===== config.mk =====
export PLATFORM = sky130hd
export DESIGN_NAME = adder_arbiter
export DESIGN_NICKNAME = d
export VERILOG_FILES = /design/src/rtl/adder_arb_pkg.sv /design/src/rtl/addera.sv /design/src/rtl/rr_arbiter.sv /design/src/rtl/adder_arbiter.sv
export SDC_FILE = /design/constraint.sdc
export NUM_CORES = 1
export LEC_CHECK = 0
export ABC_AREA = 1
export CAP_MARGIN = 20
export CORE_MARGIN = 8
export CORE_UTILIZATION = 30
export CTS_CLUSTER_DIAMETER = 40
export DETAILED_ROUTE_END_ITERATION = 8
export PLACE_DENSITY = 0.59
export SYNTH_ARGS = -nofsm -noshare
export SYNTH_HDL_FRONTEND = slang
export SYNTH_SLANG_ARGS = --single-unit

===== constraint.sdc =====
create_clock -name clk -period 4.15 [get_ports clk]
set_input_delay 0.415 -clock clk [delete_from_list [all_inputs] [get_ports clk]]
set_output_delay 0.415 -clock clk [all_outputs]
set_load 0.1 [all_outputs]

===== src/rtl/adder_arb_pkg.sv =====
// Shared types for the adder arbiter.
//   operand_t  : default-width operand
//   req_idx_t  : requester index, wide enough for the largest supported NREQ (8)
//   owner_t    : lock owner (valid flag + requester index)
//   idx_inc    : requester index increment, wrapping at n-1 -> 0
package adder_arb_pkg;

  localparam int W_DEF    = 8;
  localparam int NREQ_DEF = 4;
  localparam int NREQ_MAX = 8;

  typedef logic [W_DEF-1:0] operand_t;
  typedef logic [$clog2(NREQ_MAX)-1:0] req_idx_t;

  typedef struct packed {
    logic     valid;
    req_idx_t idx;
  } owner_t;

  function automatic req_idx_t idx_inc(input req_idx_t i, input int n);
    return (int'(i) == n - 1) ? '0 : i + req_idx_t'(1);
  endfunction

endpackage


===== src/rtl/addera.sv =====
// Combinational W-bit adder with carry in/out.
//   a, b  : operands
//   c_in  : carry-in
//   sum   : W-bit modulo sum
//   c_out : carry-out
module addera #(
  parameter int W = 8
) (
  input  logic [W-1:0] a,
  input  logic [W-1:0] b,
  input  logic         c_in,
  output logic [W-1:0] sum,
  output logic         c_out
);

  assign {c_out, sum} = {1'b0, a} + {1'b0, b} + {{W{1'b0}}, c_in};

endmodule


===== src/rtl/rr_arbiter.sv =====
// Round-robin arbiter with lock-owner override (purely combinational).
//   req          : per-requester request
//   owner        : current lock owner
//   ptr          : round-robin priority pointer
//   gnt          : one-hot grant
//   gnt_idx      : index of the granted requester
//   gnt_any      : a grant was issued
//   gnt_cont     : the grant continues a locked chain
//   release_lock : owner is valid but no longer requesting
//   eff_ptr      : pointer actually used for this cycle's scan
module rr_arbiter
  import adder_arb_pkg::*;
#(
  parameter int NREQ = 4
) (
  input  logic [NREQ-1:0] req,
  input  owner_t          owner,
  input  req_idx_t        ptr,
  output logic [NREQ-1:0] gnt,
  output req_idx_t        gnt_idx,
  output logic            gnt_any,
  output logic            gnt_cont,
  output logic            release_lock,
  output req_idx_t        eff_ptr
);

  logic owner_req;

  always_comb begin
    owner_req = 1'b0;
    for (int i = 0; i < NREQ; i++) begin
      if (int'(owner.idx) == i) owner_req = req[i];
    end
  end

  always_comb begin
    int j;
    gnt          = '0;
    gnt_idx      = '0;
    gnt_any      = 1'b0;
    gnt_cont     = 1'b0;
    release_lock = 1'b0;
    eff_ptr      = ptr;
    j            = 0;
    if (owner.valid && owner_req) begin
      gnt_any  = 1'b1;
      gnt_cont = 1'b1;
      gnt_idx  = owner.idx;
      for (int i = 0; i < NREQ; i++) begin
        if (int'(owner.idx) == i) gnt[i] = 1'b1;
      end
    end else begin
      // A stale owner hands priority to its neighbour before the scan.
      if (owner.valid) begin
        release_lock = 1'b1;
        eff_ptr      = idx_inc(owner.idx, NREQ);
      end
      for (int k = 0; k < NREQ; k++) begin
        j = int'(eff_ptr) + k;
        if (j >= NREQ) j = j - NREQ;
        if (!gnt_any && req[j]) begin
          gnt_any = 1'b1;
          gnt_idx = req_idx_t'(j);
          gnt[j]  = 1'b1;
        end
      end
    end
  end

endmodule


===== src/rtl/adder_arbiter.sv =====
// Shares one addera among NREQ requesters. Round-robin grants; a locked
// requester keeps the grant and chains carry-out into the next add.
//   clk, rst_n : clock, asynchronous active-low reset
//   req, lock  : per-requester request and chain lock
//   op_a, op_b : per-requester operands
//   op_cin     : per-requester carry-in (ignored on chained grants)
//   gnt        : one-hot combinational grant
//   rsp_valid  : one-hot registered result strobe (one cycle after grant)
//   rsp_sum    : registered sum, held while rsp_valid=0
//   rsp_cout   : registered carry-out, held while rsp_valid=0
module adder_arbiter
  import adder_arb_pkg::*;
#(
  parameter int NREQ = 4,
  parameter int W    = 8
) (
  input  logic                  clk,
  input  logic                  rst_n,
  input  logic [NREQ-1:0]       req,
  input  logic [NREQ-1:0]       lock,
  input  logic [NREQ-1:0][W-1:0] op_a,
  input  logic [NREQ-1:0][W-1:0] op_b,
  input  logic [NREQ-1:0]       op_cin,
  output logic [NREQ-1:0]       gnt,
  output logic [NREQ-1:0]       rsp_valid,
  output logic [W-1:0]          rsp_sum,
  output logic                  rsp_cout
);

  req_idx_t        ptr_q, ptr_d;
  owner_t          owner_q, owner_d;
  logic            carry_q, carry_d;

  logic [NREQ-1:0] gnt_arb;
  req_idx_t        gnt_idx;
  logic            gnt_any, gnt_cont, release_lock;
  req_idx_t        eff_ptr;

  logic [W-1:0]    add_a_p0, add_b_p0, sum_p0;
  logic            cin_p0, cout_p0, lock_p0, opcin_p0;

  logic [NREQ-1:0] vld_p1;
  logic [W-1:0]    sum_p1;
  logic            cout_p1;

  rr_arbiter #(.NREQ(NREQ)) u_arb (
    .req          (req),
    .owner        (owner_q),
    .ptr          (ptr_q),
    .gnt          (gnt_arb),
    .gnt_idx      (gnt_idx),
    .gnt_any      (gnt_any),
    .gnt_cont     (gnt_cont),
    .release_lock (release_lock),
    .eff_ptr      (eff_ptr)
  );

  assign gnt = rst_n ? gnt_arb : '0;

  // Stage p0: operand select from the one-hot grant, shared adder
  always_comb begin
    add_a_p0 = '0;
    add_b_p0 = '0;
    lock_p0  = 1'b0;
    opcin_p0 = 1'b0;
    for (int i = 0; i < NREQ; i++) begin
      add_a_p0 = add_a_p0 | (op_a[i] & {W{gnt_arb[i]}});
      add_b_p0 = add_b_p0 | (op_b[i] & {W{gnt_arb[i]}});
      lock_p0  = lock_p0  | (lock[i]   & gnt_arb[i]);
      opcin_p0 = opcin_p0 | (op_cin[i] & gnt_arb[i]);
    end
  end

  assign cin_p0 = gnt_cont ? carry_q : opcin_p0;

  addera #(.W(W)) u_add (
    .a     (add_a_p0),
    .b     (add_b_p0),
    .c_in  (cin_p0),
    .sum   (sum_p0),
    .c_out (cout_p0)
  );

  always_comb begin
    ptr_d   = ptr_q;
    owner_d = owner_q;
    carry_d = carry_q;
    if (release_lock) begin
      owner_d = '0;
      carry_d = 1'b0;
      ptr_d   = eff_ptr;
    end
    if (gnt_any) begin
      if (lock_p0) begin
        owner_d.valid = 1'b1;
        owner_d.idx   = gnt_idx;
        carry_d       = cout_p0;
      end else begin
        owner_d = '0;
        carry_d = 1'b0;
        ptr_d   = idx_inc(gnt_idx, NREQ);
      end
    end
  end

  always_ff @(posedge clk or negedge rst_n) begin
    if (!rst_n) begin
      ptr_q   <= '0;
      owner_q <= '0;
      carry_q <= 1'b0;
    end else begin
      ptr_q   <= ptr_d;
      owner_q <= owner_d;
      carry_q <= carry_d;
    end
  end

  // Stage p1: registered response bus
  always_ff @(posedge clk or negedge rst_n) begin
    if (!rst_n) begin
      vld_p1  <= '0;
      sum_p1  <= '0;
      cout_p1 <= 1'b0;
    end else begin
      vld_p1 <= gnt_arb;
      if (gnt_any) begin
        sum_p1  <= sum_p0;
        cout_p1 <= cout_p0;
      end
    end
  end

  assign rsp_valid = vld_p1;
  assign rsp_sum   = sum_p1;
  assign rsp_cout  = cout_p1;

endmodule

# Word-level counts from Yosys, hierarchy flattened
# Cells that the tools add are included.
[totals]
reg_bits = 21
n_memories = 0
output_inout_bits = 17
ramBits = 0
romBits = 0
input_bits = 78
latch_bits = 0
[op_classes]
mux = 76
magnitude_cmp = 12
n_eq_ne = 4
add_sub_neg = 11
n_mul = 0
bitwise_logic = 31
n_shift = 0
n_div = 0
reduce_logical = 13
[ops]
columns = ["operator", "n"]
rows = [
  ["$mux 32", 8],
  ["$ge 32x1->1 const B", 4],
  ["$lt 32x4->1 const B", 4],
  ["$ge 32x4->1 const B", 3],
  ["$sub 32x4->32 const B", 3],
  ["$and 8x8->8", 8],
  ["$mux 4", 12],
  ["$or 8x8->8", 6],
  ["$mux 3", 13],
  ["$mux 1", 35],
  ["$or 4x4->4", 3],
  ["$add 8x8->9", 1],
  ["$add 9x1->9", 1],
  ["$eq 3x3->1 const B", 3],
  ["$add 3x2->4 const B", 2],
  ["$and 1x1->1", 8],
  ["$bmux 1 s2", 4],
  ["$demux 1 s2", 4],
  ["$logic_and 1x1->1", 8],
  ["$add 3x1->3 const B", 2],
  ["$or 1x1->1", 6],
  ["$add 3x1->4 const B", 1],
  ["$sub 3x3->4 const B", 1],
  ["$eq 3x2->1 const B", 1],
  ["4 further kinds", 6],
]

# Depth between registers and ports, before layout
[depth]
word_depth = 35
depth_mapped = 31
depth_no_buf = 28

# Modules after synthesis
# A second synthesis with hierarchy kept.
[unflattened]
cells_unflattened = 421
area_unflattened_um2 = 2712.6
[modules_own_cells]
columns = ["module", "seq_area_each_um2", "cells_each", "instances", "area_each_um2"]
rows = [
  ["adder_arbiter", 525.5, 205, 1, 1382.6],
  ["rr_arbiter", 0.0, 157, 1, 945.9],
  ["addera", 0.0, 59, 1, 384.1],
]

# Worst setup path after synthesis
# Ideal clock, no wire load.
[synth_timing]
path_kind = "reg-to-reg"
startpoint = "reg owner_q[0] in the netlist's numbering"
endpoint = "reg cout_p1, in the netlist rsp_cout"
path_slack_ps = -45
path_stages_with_launch = 27
arrival_time_ps = 4113
path_buffers = 2
t_required_ps = 4067
path_cell_list = "dfrtp_1 ha_1 nand2_2 nand2_4 nand2_4 buf_6 inv_1 ha_1 nand3_1 nand2_4 nand2_4 nor2_8 nand4_1 nand2_2 nand2_2 inv_4 buf_6 a21oi_1 fa_1 fa_1 o21ai_0 a21oi_1 o21bai_1 nand2_1 nand2_1 a21oi_1 o21ai_0"
[synth_via]
elab_cells_between_ends = 118
cone_classes = "add/sub (10); order compare (12); eq/ne (3); mux (57); bitwise (24); reduce/logical (12)"
[synth_lines]
columns = ["item", "line", "source"]
rows = [
  ["start, declared", "adder_arbiter.sv:31", "owner_t owner_q, owner_d;"],
  ["start signal, assigned", "adder_arbiter.sv:113", "owner_q <= owner_d;"],
  ["branches (longest 23 deep; another with $sub 32x4->32)", "-", ""],
  ["$mux 4 *", "rr_arbiter.sv:45", "if (owner.valid && owner_req) begin"],
  ["named net gnt_arb[2]", "adder_arbiter.sv:34", "logic [NREQ-1:0] gnt_arb;"],
  ["$and 8x8->8 (tied with other cells)", "adder_arbiter.sv:67", "add_a_p0 = add_a_p0 | (op_a[i] & {W{gnt_arb[i]}});"],
  ["$or 8x8->8 (tied with other cells) (2 in series)", "adder_arbiter.sv:67", ""],
  ["$add 8x8->9 / $mux 1 (equally long branches)", "addera.sv:16, adder_arbiter.sv:74", ""],
  ["$add 9x1->9 *", "addera.sv:16", "assign {c_out, sum} = {1'b0, a} + {1'b0, b} + {{W{1'b0}}, c_in};"],
  ["end signal, assigned", "adder_arbiter.sv:128", "cout_p1 <= cout_p0;"],
  ["end, declared", "adder_arbiter.sv:44", "logic cout_p1;"],
]
# Mark *: on every way through the listed nets, which the timed path passes. The select of a mux whose other input is x is not followed.
# A chain may end at the register's enable or synchronous reset.

# Worst setup path in the final report
[layout_timing]
startpoint = "reg owner_q[1] in the netlist's numbering"
endpoint = "reg sum_p1[6], in the netlist rsp_sum[6]"
[layout_via]
elab_chain_cells = 30
elab_cells_between_ends = 118
cone_classes = "add/sub (10); order compare (12); eq/ne (3); mux (57); bitwise (24); reduce/logical (12)"
[layout_rtl]
columns = ["item", "line", "source"]
rows = [
  ["branches (longest 30 deep; another with $sub 32x4->32)", "-", ""],
  ["end signal, assigned", "adder_arbiter.sv:127", "sum_p1 <= sum_p0;"],
  ["end, declared", "adder_arbiter.sv:43", "logic [W-1:0] sum_p1;"],
]
# Parallel ways; which one is timed is not known. The select of a mux whose other input is x is not followed.

==> out/summary.txt <==
Unique masters post-synth - 31
Global-route wire length before repair - 13,900 um
Synth top area share - 0.210
Hold WC Path Type - register to register
Port bufs - 94
Met2 usage - 0.239
Rows - 33
Remaining Overflow, GRT - 0
GRT Max-Usage Layer - met2
Die W - 107 um
DR iter-0 viols - 126
CP endpoint kind - register
Synthesis Warnings - 0
Max-slew violation count - 0
CP Class - register to register
Die height - 107 um
EDFF count, synth - 0
CTS Hold Buffers Added - 0
Final worst setup slack - 0.156 ns
Worst-case clock buffer depth - 2
# DRC - 0
FMAX - 0.250 GHz
HPWL Detailed - 7030 um
CP max FO - 6
Tot GR Track Use - 0.144
Finished Cell Area - 0.00387 mm^2
Share of layout cells above drive strength 1 - 0.215
Slowest-stage cell, CP - dfrtp_1
ANT nets after route - 0
Pre-CTS setup slack - -0.0772 ns
Nets - 580
Final WL - 8420 um
Worst path most repeated cell - nand2_4
Pin count of the biggest net entering global routing - 23
Die area - 0.0115 mm^2
Ys async rst share - 1.00
Clock Skew - 0.00229 ns
DP Area - 0.00362 mm^2
Most frequent cell after synthesis - nand2_1
Syn Inst Count - 365
Register area share after synthesis - 0.210
Clock latency on the worst-skew pair - 0.26 ns
Worst EP arrival - 4.14 ns
Grt met3 use - 0.0449
Top-Level Pins - 95
Yosys reg bits - 21
Mean Syn Cell Area - 6.86 um^2
Clock buffer count from CTS - 3
Mapped Area - 0.00250 mm^2
Routability Congestion - 0.866
CTS tree - done
Setup violators final - 0
Multi-input logic area - 0.00190 mm^2
RSZ-0062 raised after global routing - yes
Status - completed
Initial antenna violation count - 0
Worst Tran Pin Value - 1.03 ns
CP peak stage delay - 0.45 ns
Relative slew slack - 0.309
Post-synth top cells - nand2_1 (128), nand3_1 (30), inv_1 (24)
CP Buf/Inv Count - 4
Post-Syn Nets - 465
Global routing usage on met1 - 0.178
N_diodes - 0
Vias in the first global route - 2,946
# fillers - 795
Prevailing post-synth register cell - dfrtp_1
CP Launch Type - register
WL per Instance - 14.4 um
Max Cap Viol - 0
Dominant cells by area after synthesis - dfrtp_1 (21%), nand2_1 (19%), ha_1 (10%)
CTS root buf - clkbuf_8
CP top delay family - adder cells
FF+latch area - 526 um^2
Area growth syn-to-layout - 54.4%
Reg clk slew, reported paths - 0.08 ns
Crit path required time - 4.29 ns
Starting Density - 0.308
Synth area leader - dfrtp_1
H-tree levels - 1
Crit share post-route - 0.962
Core ar. - 0.00813 mm^2
Pre-antenna DRT Iters - 4
Hold Slack - 0.493 ns
Final Util - 0.475
Fin crit period - 3.99 ns
Vias/cell - 4.87
Vias - 2,846
CTS sink cnt - 21
Final Hold Fails - 0
==> per-layer routing <==
| layer | vias up | part of all wire |
|---|---|---|
| met1 | 1292 | 0.43 |
| met3 | 7 | 0.094 |
| li1 | 1434 | - |
| met4 | 0 | 0.0077 |
| met2 | 113 | 0.47 |
| met5 | - | 0 |
==> cell usage in the layout (no fill, tap or decap), drive strengths merged <==
| master | count |
|---|---|
| ha | 20 |
| nor2 | 20 |
| o22ai | 6 |
| a21boi | 1 |
| xnor2 | 4 |
| clkbuf | 4 |
| buf | 29 |
| nand2 | 149 |
| fa | 2 |
| inv | 32 |
| xor2 | 2 |
| o21bai | 1 |
| o21ai | 25 |
| a21o | 1 |
| a21oi | 12 |
| nand3 | 40 |
| nand4 | 20 |
| clkdlybuf4s50 | 90 |
| dfrtp | 21 |
==> registers in the layout, summed over array words and instances (netlist names) <==
signal     cells
rsp_valid      4
carry_q        1
ptr_q          3
rsp_cout       1
rsp_sum        8
owner_q        4
==> cell families after synthesis <==
kind of cell,Yosys count,synth area share
AND/OR/NAND/NOR,229,0.465
AO/OA/AOI/OAI,46,0.102
flip-flops,21,0.210
XOR/XNOR,6,0.0210
adder cells (fa/ha/maj),22,0.116
buffers and inverters,41,0.0860
==> path summary, 6_finish.rpt <==
check	start	end	slack (ns)	cells past startpoint
setup / recovery	owner_q[1]	rsp_sum[6]	0.16	25
hold / removal	rsp_sum[7]	rsp_sum[7]	0.49	2
setup reg to reg	owner_q[1]	rsp_sum[6]	0.16	25
hold reg to reg	rsp_sum[7]	rsp_sum[7]	0.49	2
max in group asynchronous	rst_n	ptr_q[0]	3.43	2
min in group asynchronous	rst_n	rsp_valid[2]	0.50	2
==> final cells by class <==
| cell class | count | area share |
|---|---|---|
| Clock buffer | 4 | 0.0117 |
| Inverter | 32 | 0.0337 |
| Multi-Input combinational cell | 303 | 0.492 |
| Sequential cell | 21 | 0.136 |
| Tap cell | 105 | 0.0340 |
| Timing Repair Buffer | 119 | 0.293 |
==> timing repair <==
item,4_1_cts,5_1_grt
pin swaps,1,25
setup endpoints to repair,4,5
setup buffers,0,6
resized for setup,5,34
==> through the flow <==
| stage | setup TNS, ns | cells |
|---|---|---|
| finish | 0 | 584 |
| global route | -0.446 | 584 |
| CTS | 0 | 578 |
| detailed placement | -0.148 | 574 |
| global placement | 0 | 574 |
| floorplan | 0 | 365 |
==> worst min-delay path: cells and delay by family, from the launching register on <==
family | cells | cell delay, ns
compound gates | 1 | 0.05
flops | 1 | 0.35
simple gates | 1 | 0.05
Power is not shown: default switching activity piles up to over one toggle a cycle in this logic, so the estimate is an artifact.
